<file path="src/rtl/mode_switch_ctrl.sv">
// Sequences motor-output handover between the DSHOT and serial passthrough engines.
// Optional passthrough inactivity watchdog is built when MODE_SWITCH_WDOG_EN is defined.
module mode_switch_ctrl #(
  parameter int unsigned DRAIN_TIMEOUT = 100000,
  parameter int unsigned GUARD_CYCLES  = 1000,
  parameter int unsigned WDOG_CYCLES   = 5000000
) (
  input  logic       i_clk,
  input  logic       i_rst,
  input  logic [1:0] i_req_mode,
  input  logic       i_dshot_busy,
  input  logic       i_serial_busy,
  input  logic       i_serial_act,
  input  logic       i_clr_flags,
  output logic [1:0] o_mode_active,
  output logic       o_dshot_en,
  output logic       o_serial_en,
  output logic       o_pins_idle,
  output logic       o_switching,
  output logic       o_drain_timeout,
  output logic       o_wdog_revert
);

  localparam logic [1:0] ST_RUN    = 2'd0;
  localparam logic [1:0] ST_DRAIN  = 2'd1;
  localparam logic [1:0] ST_GUARD  = 2'd2;
  localparam logic [1:0] ST_SWITCH = 2'd3;

  localparam logic [1:0] MODE_DSHOT  = 2'b00;
  localparam logic [1:0] MODE_SERIAL = 2'b01;

  // One counter serves both DRAIN and GUARD, so it is sized for the larger limit.
  localparam int unsigned CNT_MAX = (DRAIN_TIMEOUT > GUARD_CYCLES) ? DRAIN_TIMEOUT : GUARD_CYCLES;
  localparam int CW = $clog2(CNT_MAX + 1);
  localparam logic [CW-1:0] DRAIN_LAST = CW'(DRAIN_TIMEOUT - 1);
  localparam logic [CW-1:0] GUARD_LAST = CW'(GUARD_CYCLES - 1);
  localparam logic [CW-1:0] CNT_SAT    = CW'(CNT_MAX);

  logic [1:0]    state_r, state_s;
  logic [1:0]    target_r, target_s;
  logic [CW-1:0] cnt_r, cnt_s, cnt_inc_s;
  logic [1:0]    mode_active_r, mode_s;
  logic          dshot_en_r, dshot_en_s;
  logic          serial_en_r, serial_en_s;
  logic          pins_idle_r, pins_idle_s;
  logic          switching_r;
  logic          drain_to_r, drain_to_s, drain_to_set_s;
  logic [1:0]    req_n_s, req_eff_s;
  logic          old_busy_s;
  logic          wdog_fire_s;

  assign req_n_s    = (i_req_mode == MODE_SERIAL) ? MODE_SERIAL : MODE_DSHOT;
  assign old_busy_s = (mode_active_r == MODE_SERIAL) ? i_serial_busy : i_dshot_busy;
  assign cnt_inc_s  = (cnt_r == CNT_SAT) ? cnt_r : (cnt_r + CW'(1));

`ifdef MODE_SWITCH_WDOG_EN
  localparam int WW = $clog2(WDOG_CYCLES + 1);
  localparam logic [WW-1:0] WDOG_LAST = WW'(WDOG_CYCLES - 1);

  logic [WW-1:0] wdog_cnt_r, wdog_cnt_s;
  logic          wdog_lock_r, wdog_lock_s;
  logic          wdog_revert_r;

  // After a revert the serial request is masked until the host drops it back to DSHOT.
  assign req_eff_s   = wdog_lock_r ? MODE_DSHOT : req_n_s;
  assign wdog_fire_s = (state_r == ST_RUN) && (mode_active_r == MODE_SERIAL) &&
                       !i_serial_act && (wdog_cnt_r >= WDOG_LAST);

  // Watchdog counter and revert lock next-state
  always_comb begin
    wdog_cnt_s  = '0;
    wdog_lock_s = wdog_lock_r;
    if ((state_r == ST_RUN) && (state_s == ST_RUN) && (mode_active_r == MODE_SERIAL) && !i_serial_act) begin
      wdog_cnt_s = (wdog_cnt_r >= WDOG_LAST) ? wdog_cnt_r : (wdog_cnt_r + WW'(1));
    end else begin
      wdog_cnt_s = '0;
    end
    if (wdog_fire_s) begin
      wdog_lock_s = 1'b1;
    end else if (req_n_s == MODE_DSHOT) begin
      wdog_lock_s = 1'b0;
    end else begin
      wdog_lock_s = wdog_lock_r;
    end
  end

  // Watchdog registers
  always_ff @(posedge i_clk) begin
    if (i_rst) begin
      wdog_cnt_r    <= '0;
      wdog_lock_r   <= 1'b0;
      wdog_revert_r <= 1'b0;
    end else begin
      wdog_cnt_r    <= wdog_cnt_s;
      wdog_lock_r   <= wdog_lock_s;
      wdog_revert_r <= wdog_fire_s;
    end
  end

  assign o_wdog_revert = wdog_revert_r;
`else
  logic unused_wdog_s;

  assign req_eff_s     = req_n_s;
  assign wdog_fire_s   = 1'b0;
  assign unused_wdog_s = i_serial_act & (WDOG_CYCLES != 32'd0);
  assign o_wdog_revert = 1'b0;
`endif

  // Sequencer next-state; engine and pin outputs are registered from the current state
  always_comb begin
    state_s        = state_r;
    target_s       = target_r;
    cnt_s          = cnt_r;
    mode_s         = mode_active_r;
    dshot_en_s     = dshot_en_r;
    serial_en_s    = serial_en_r;
    pins_idle_s    = pins_idle_r;
    drain_to_set_s = 1'b0;
    case (state_r)
      ST_RUN: begin
        dshot_en_s  = (mode_active_r == MODE_DSHOT);
        serial_en_s = (mode_active_r == MODE_SERIAL);
        pins_idle_s = 1'b0;
        if (wdog_fire_s) begin
          target_s = MODE_DSHOT;
          state_s  = ST_DRAIN;
          cnt_s    = '0;
        end else if (req_eff_s != mode_active_r) begin
          target_s = req_eff_s;
          state_s  = ST_DRAIN;
          cnt_s    = '0;
        end else begin
          state_s = ST_RUN;
        end
      end
      ST_DRAIN: begin
        dshot_en_s  = 1'b0;
        serial_en_s = 1'b0;
        pins_idle_s = 1'b0;
        target_s    = req_eff_s;
        if (!old_busy_s) begin
          state_s = ST_GUARD;
          cnt_s   = '0;
        end else if (cnt_r >= DRAIN_LAST) begin
          state_s        = ST_GUARD;
          cnt_s          = '0;
          drain_to_set_s = 1'b1;
        end else begin
          cnt_s = cnt_inc_s;
        end
      end
      ST_GUARD: begin
        dshot_en_s  = 1'b0;
        serial_en_s = 1'b0;
        pins_idle_s = 1'b1;
        target_s    = req_eff_s;
        if (cnt_r >= GUARD_LAST) begin
          state_s = ST_SWITCH;
          cnt_s   = '0;
        end else begin
          cnt_s = cnt_inc_s;
        end
      end
      ST_SWITCH: begin
        mode_s      = target_r;
        dshot_en_s  = (target_r == MODE_DSHOT);
        serial_en_s = (target_r == MODE_SERIAL);
        pins_idle_s = 1'b0;
        state_s     = ST_RUN;
        cnt_s       = '0;
      end
      default: begin
        state_s     = ST_RUN;
        target_s    = MODE_DSHOT;
        cnt_s       = '0;
        mode_s      = MODE_DSHOT;
        dshot_en_s  = 1'b1;
        serial_en_s = 1'b0;
        pins_idle_s = 1'b0;
      end
    endcase
  end

  // Sticky drain-timeout flag: a new timeout beats a simultaneous clear
  always_comb begin
    if (drain_to_set_s) begin
      drain_to_s = 1'b1;
    end else if (i_clr_flags) begin
      drain_to_s = 1'b0;
    end else begin
      drain_to_s = drain_to_r;
    end
  end

  // Sequencer and output registers
  always_ff @(posedge i_clk) begin
    if (i_rst) begin
      state_r       <= ST_RUN;
      target_r      <= MODE_DSHOT;
      cnt_r         <= '0;
      mode_active_r <= MODE_DSHOT;
      dshot_en_r    <= 1'b1;
      serial_en_r   <= 1'b0;
      pins_idle_r   <= 1'b0;
      switching_r   <= 1'b0;
      drain_to_r    <= 1'b0;
    end else begin
      state_r       <= state_s;
      target_r      <= target_s;
      cnt_r         <= cnt_s;
      mode_active_r <= mode_s;
      dshot_en_r    <= dshot_en_s;
      serial_en_r   <= serial_en_s;
      pins_idle_r   <= pins_idle_s;
      switching_r   <= (state_s != ST_RUN);
      drain_to_r    <= drain_to_s;
    end
  end

  assign o_mode_active   = mode_active_r;
  assign o_dshot_en      = dshot_en_r;
  assign o_serial_en     = serial_en_r;
  assign o_pins_idle     = pins_idle_r;
  assign o_switching     = switching_r;
  assign o_drain_timeout = drain_to_r;

endmodule

</file>
<file path="config.mk">
export PLATFORM = sky130hd
export DESIGN_NAME = mode_switch_ctrl
export DESIGN_NICKNAME = d
export VERILOG_FILES = /design/src/rtl/mode_switch_ctrl.sv
export SDC_FILE = /design/constraint.sdc
export NUM_CORES = 1
export LEC_CHECK = 0
export ABC_CLOCK_PERIOD_IN_PS = 2700
export CORE_UTILIZATION = 56
export CTS_CLUSTER_SIZE = 10
export DETAILED_ROUTE_END_ITERATION = 6
export PLACE_DENSITY = 0.79
export SLEW_MARGIN = 40
export SYNTH_ARGS = -nofsm -noshare
export SYNTH_HDL_FRONTEND = slang
export SYNTH_SLANG_ARGS = --single-unit
</file>
<file path="constraint.sdc">
create_clock -name i_clk -period 2.7 [get_ports i_clk]
set_clock_uncertainty 0.15 [all_clocks]
set_input_delay 0.81 -clock i_clk [delete_from_list [all_inputs] [get_ports i_clk]]
set_output_delay 0.81 -clock i_clk [all_outputs]
set_load 0.005 [all_outputs]
</file>
==> results.toml, run 1 <==
[timing]
setup_viol = 0
final-hold-violation-count = 0
timing.fmax_mhz = 392
max_slew.worst_pin.slew_ns = 0.609
finalCriticalPeriod_ns = 2.55
slew_violations = 0
period_share_pct = 94.4
relSlewSlack_pct = 58.3
rsz0062_at_grt = "no"
worst_slack_ns = 0.151

[outcome]
status = "finished, final reports clean"

[drt]
drt_iter0_markers = 56
drtPass1Iterations = 4
wirelength_met1_um = 1520
dr_wl_met2_um = 1810
wl_per_cell_um = 15.3
wl_um = 3490
viasPerCell = 6.20
ant_nets = 0
wl_met3_um = 110
highest_layer = "met4"
via_count = 1413
post-route-drc-count = 0

[grt]
grt_max_degree = 18
antenna_found_initial = 0
grt_pass1_vias = 1437
globalRouteOverflowTotal = 0
grt_first_pass_wirelength_um = 6240
track_usage_pct = 24.9

[synthesis]
synth_commonest_cells = "dfxtp_1 (26), a211oi_1 (15), xnor2_1 (15)"
ys_ff_latch = 26
synth_warnings = 0
synth_edf_count = 0
yosys.area.top_type = "dfxtp_1"
synth_cells = 182
synth_most_common_cell = "dfxtp_1"
avgSynthCellArea_um2 = 8.90
ys_seq_area_share_pct = 32.1
postSynth.asyncResetShare_pct = 0
synth_cell_type_count = 42
synthFlopType = "dfxtp_1"
synth_area_leaders = "dfxtp_1 (32%), xnor2_1 (8.1%), a211oi_1 (7.0%)"
synth_top_area_share_pct = 32.1
synth_area_um2 = 1620

[worst_setup_path]
required_ns = 2.74
critPathMaxFanout = 17
critical_path_class = "flop to flop"
critical_path_arrival_ns = 2.59
start_kind = "flop"
cp-end-kind = "flop"

[floorplan]
die_y_um = 55.8
die_area_um2 = 3110
start_util_pct = 58.7
std_cell_rows = 19
coreArea_um2 = 2760
die_w_um = 55.8
ios = 16

[clock_network]
cts_resized = 0
cts_made_buffers = 3
htree_num_levels = 1
cts_sinks = 26
cts.clk_slew.worst_paths_ns = 0.14
root_buffer = "clkbuf_4"
tritoncts = "yes"
clk_path_buf_depth = 2
clkLatencyLatePin_ns = 0.32

[place]
dp_slack_ns = -0.139
dpl.cell_count = 224
io_buffers = 12
gp_congestion = 0.972
dp_hpwl_um = 2580

[power]
p_total_uw = 681
vdd.ir_drop.worst_mv = 0.302
leakage_nw = 0.576
cellPowerDensity_nw_per_um2 = 372

[finish]
instances_no_fill = 228
n_fill_cell = 225
nets = 214
drive_above_1_share_pct = 15.2
post-route-util_pct = 66.4
num_antenna_cells = 0
area_growth_pct = 13.1

[job]
maxCapViolations = 0

[min_path]
hold_class = "flop to flop"
## kinds of logic (layout without fill, tap and decap cells)
group | count (synthesis) | in the layout | share of synthesized area [%]
and+or+nand+nor | 57 | 57 | 20.6
AOI/OAI and AO/OA | 51 | 51 | 25.3
DFF | 26 | 26 | 32.1
buffers and inverters | 22 | 36 | 6.18
xor gates and xnor gates | 15 | 15 | 8.11
adders and majority gates | 8 | 8 | 6.18
muxes | 2 | 2 | 1.24
other | 1 | 2 | 0.232
## cell usage in the layout, fill, tap and decap left out, types with 8 or more instances in the layout
master and n:
nand2_1 12, nor2_1 11, a211oi_1 15, a21oi_1 9, a211oi_2 8, ha_1 8, xnor2_1 15, dfxtp_1 26
buf_4 10, clkdlybuf4s50_1 12, inv_1 10
## sequential cells by signal (all words and copies together), names as in the netlist
register         cells
o_mode_active        1
o_dshot_en           1
o_switching          1
o_drain_timeout      1
o_pins_idle          1
state_r              2
cnt_r               17
target_r             1
o_serial_en          1
## cell type report
class	instances	area [µm²]	share of cell area, %
Tap cell	31	38.8	2.12
Clock buffer	4	36.3	1.98
Multi-Input combinational cell	135	1000	54.8
Timing Repair Buffer	22	195	10.7
Inverter	10	37.5	2.05
Sequential cell	26	520	28.4
## through the flow
stage	hold WS, ns	setup TNS (ns)	instance area (µm²)
2_1_floorplan	0.316	0	1620
3_3_place_gp	0.309	0	1790
3_5_place_dp	0.326	-0.655	1790
4_1_cts	0.345	0	1830
5_1_grt	0.361	0	1830
6_report	0.340	0	1830
## worst max-delay path: stages, from the launching register on
cell and delay, ns:
dfxtp_1 0.44, ha_1 0.22, and4_1 0.25, or4b_4 0.49, and4_4 0.21, a21oi_4 0.47, o32ai_1 0.19
## path summary, 6_finish.rpt
path,startpoint,to,slack [ns],depth (start not counted)
max reg2reg,cnt_r[1]$_SDFFE_PP0P_,cnt_r[1]$_SDFFE_PP0P_,0.15,6
min reg2reg,o_drain_timeout$_SDFFE_PP0P_,o_drain_timeout$_SDFFE_PP0P_,0.34,2
max,cnt_r[1]$_SDFFE_PP0P_,cnt_r[1]$_SDFFE_PP0P_,0.15,6
min,o_drain_timeout$_SDFFE_PP0P_,o_drain_timeout$_SDFFE_PP0P_,0.34,2
## where the power goes
group / internal (mW) / switching, mW
registers: 0.389 / 0.00397
clock network: 0.0825 / 0.113
logic: 0.0389 / 0.0537
## layer usage
| layer | vias up | track usage (%) |
|---|---|---|
| li1 | 698 | - |
| met1 | 680 | 31.3 |
| met2 | 29 | 43.0 |
| met3 | 6 | 3.02 |
| met4 | 0 | 10.4 |
| met5 | - | 0 |
## timing repair
item,CTS,global route
hold buffers,0,0
setup buffers,0,0
setup endpoints to repair,0,1
Power figures use the tool's default switching activity.
==> run 2: changes to the inputs <==
- TNS_END_PERCENT: not set -> 50
==> results of run 2 <==
Final layout, timing and power as in run 1 (identical DEF).
==> run 3: changes to the inputs <==
--- a/config.mk
+++ b/config.mk
@@ -12,3 +12,3 @@
 export PLACE_DENSITY = 0.79
-export SLEW_MARGIN = 40
+export SLEW_MARGIN = 20
 export SYNTH_ARGS = -nofsm -noshare
==> constraint.sdc (replaced) <==
create_clock -name i_clk -period 2.7 [get_ports i_clk]
set_clock_uncertainty 0.15 [all_clocks]
set_input_delay 0.27 -clock i_clk [delete_from_list [all_inputs] [get_ports i_clk]]
set_output_delay 0.27 -clock i_clk [all_outputs]
set_load 0.005 [all_outputs]
==> results.toml, run 3 (synthesis gave the netlist of run 1 again) <==
[floorplan]
start_util_pct = 58.7
ios = 16
die_y_um = 55.8
coreArea_um2 = 2760
die_w_um = 55.8
die_area_um2 = 3110
std_cell_rows = 19

[min_path]
hold_path_end = "o_mode_active[0]$_SDFFE_PP0N_"
holdCritStartpoint = "target_r[0]$_SDFFE_PP0P_"
hold_class = "flop to flop"
hold-path-cell-count = 2

[worst_setup_path]
critical_path.slowest_cell = "or4b_4"
cp-end-kind = "flop"
critical_path_class = "flop to flop"
reg2regPathDepth = 7
reg2reg_to = "cnt_r[12]$_SDFFE_PP0P_"
required_ns = 2.77
r2r_slack_ns = 0.27
critPathMaxFanout = 17
crit_chain = "ha_1, and4_1, or4b_4, and4_4, a21oi_4, buf_4, a211oi_2"
start_kind = "flop"
worst_path_dominant_cell_family = "simple AND/OR/NAND/NOR gates"
regToRegStartpoint = "cnt_r[1]$_SDFFE_PP0P_"
crit_buf_inv = 1
cpPeakStageDelay_ns = 0.49
critical_path_arrival_ns = 2.50

[outcome]
status = "finished, final reports clean"

[clock_network]
cts_sinks = 26
tritoncts = "yes"
root_buffer = "clkbuf_4"
cts_made_buffers = 3
post-cts-setup-buffers = 0
hold_buffers = 0
cts.clk_slew.worst_paths_ns = 0.16
clkLatencyLatePin_ns = 0.35
cts_resized = 0
clk_path_buf_depth = 2
htree_num_levels = 1

[grt]
grt_first_pass_wirelength_um = 5780
grt_pass1_vias = 1340
grt_max_degree = 28
antenna_found_initial = 0
track_usage_pct = 23.6
globalRouteOverflowTotal = 0

[drt]
post-route-drc-count = 0
via_count = 1376
drtPass1Iterations = 4
wl_per_cell_um = 15.0
wl_um = 3370
drt_iter0_markers = 43
ant_nets = 0
viasPerCell = 6.14

[timing]
slew_violations = 0
finalCriticalPeriod_ns = 2.43
timing.fmax_mhz = 412
rsz0062_at_grt = "no"
setup_viol = 0
max_slew.worst_pin.slew_ns = 0.739
setup_tns_ns = 0
hold_ws_ns = 0.346
relSlewSlack_pct = 50.4
period_share_pct = 90.0
final-hold-violation-count = 0

[finish]
largest_register = "cnt_r"
area_growth_pct = 12.2
largest_reg_flops = 17
num_antenna_cells = 0
drive_above_1_share_pct = 13.5
n_fill_cell = 218
reg.largest.list = "cnt_r: 17 flops, state_r: 2 flops"
seq_area_um2 = 520
final_cell_mix = "dfxtp_1 (26), xnor2_1 (15), a211oi_1 (15)"
multi_input_area_um2 = 1000
final_common_cell = "dfxtp_1"
nets = 210

[place]
io_buffers = 12
dp_hpwl_um = 2410
gp_congestion = 0.889

[power]
p_total_uw = 758
cellPowerDensity_nw_per_um2 = 417
leakage_nw = 0.562
vdd.ir_drop.worst_mv = 0.319

[job]
maxCapViolations = 0
-- run 3: changes by cell type in the layout (fill, tap and decap cells not counted) --
cell	previous run	this run
buf_4	10	6
clkbuf_8	1	0
bufinv_16	0	1
-- run 3: through the flow --
step	setup WS (ns)	utilization, %	instance area (µm²)	cells
after floorplan	0.447	-	1620	183
after global placement	0.237	64.0	1760	220
after detailed placement	0.207	64.0	1760	220
after CTS	0.298	65.9	1820	224
after global routing	0.181	65.9	1820	224
final	0.271	65.9	1820	224
-- run 3: worst register-to-register path, delay by kind of cell (launching register included) --
kind	cells	cell delay, ns
AND/OR/NAND/NOR	3	0.95
buffers and inverters	1	0.26
AO/OA/AOI/OAI	2	0.24
flip-flops	1	0.46
adder cells (fa/ha/maj)	1	0.24
-- run 3: routing by layer --
| metal | vias up | GRT usage [%] | part of all wire, % |
|---|---|---|---|
| met1 | 639 | 29.0 | 45 |
| met2 | 39 | 39.6 | 48 |
| met4 | 0 | 13.6 | 3.1 |
| met3 | 11 | 3.02 | 4.0 |
| li1 | 687 | - | - |
| met5 | - | 0 | 0 |
-- run 3: how the worst max path moves through the flow --
stage / slack (ns) / to / cells after the start / from
floorplan: 0.45 / cnt_r[0]$_SDFFE_PP0P_ / 7 / cnt_r[0]$_SDFFE_PP0P_
global placement: 0.24 / cnt_r[1]$_SDFFE_PP0P_ / 6 / i_req_mode[0]
detailed placement: 0.21 / cnt_r[1]$_SDFFE_PP0P_ / 6 / i_req_mode[0]
CTS: 0.30 / cnt_r[12]$_SDFFE_PP0P_ / 7 / cnt_r[1]$_SDFFE_PP0P_
global route: 0.18 / cnt_r[12]$_SDFFE_PP0P_ / 7 / cnt_r[1]$_SDFFE_PP0P_
finish: 0.27 / cnt_r[12]$_SDFFE_PP0P_ / 7 / cnt_r[1]$_SDFFE_PP0P_
-- run 3: area by class of cell --
class	instances	area share (%)
clock buffers	3	1.24
clock inverters	1	1.65
inverters	10	2.07
multi-input cells	135	55.2
flip-flops and latches	26	28.7
well taps	31	2.13
repair buffers	18	9.09
-- run 3: where the power goes --
part	switching, mW	internal (mW)
Sequential	0.00402	0.390
Combinational	0.0529	0.0336
Clock	0.127	0.151
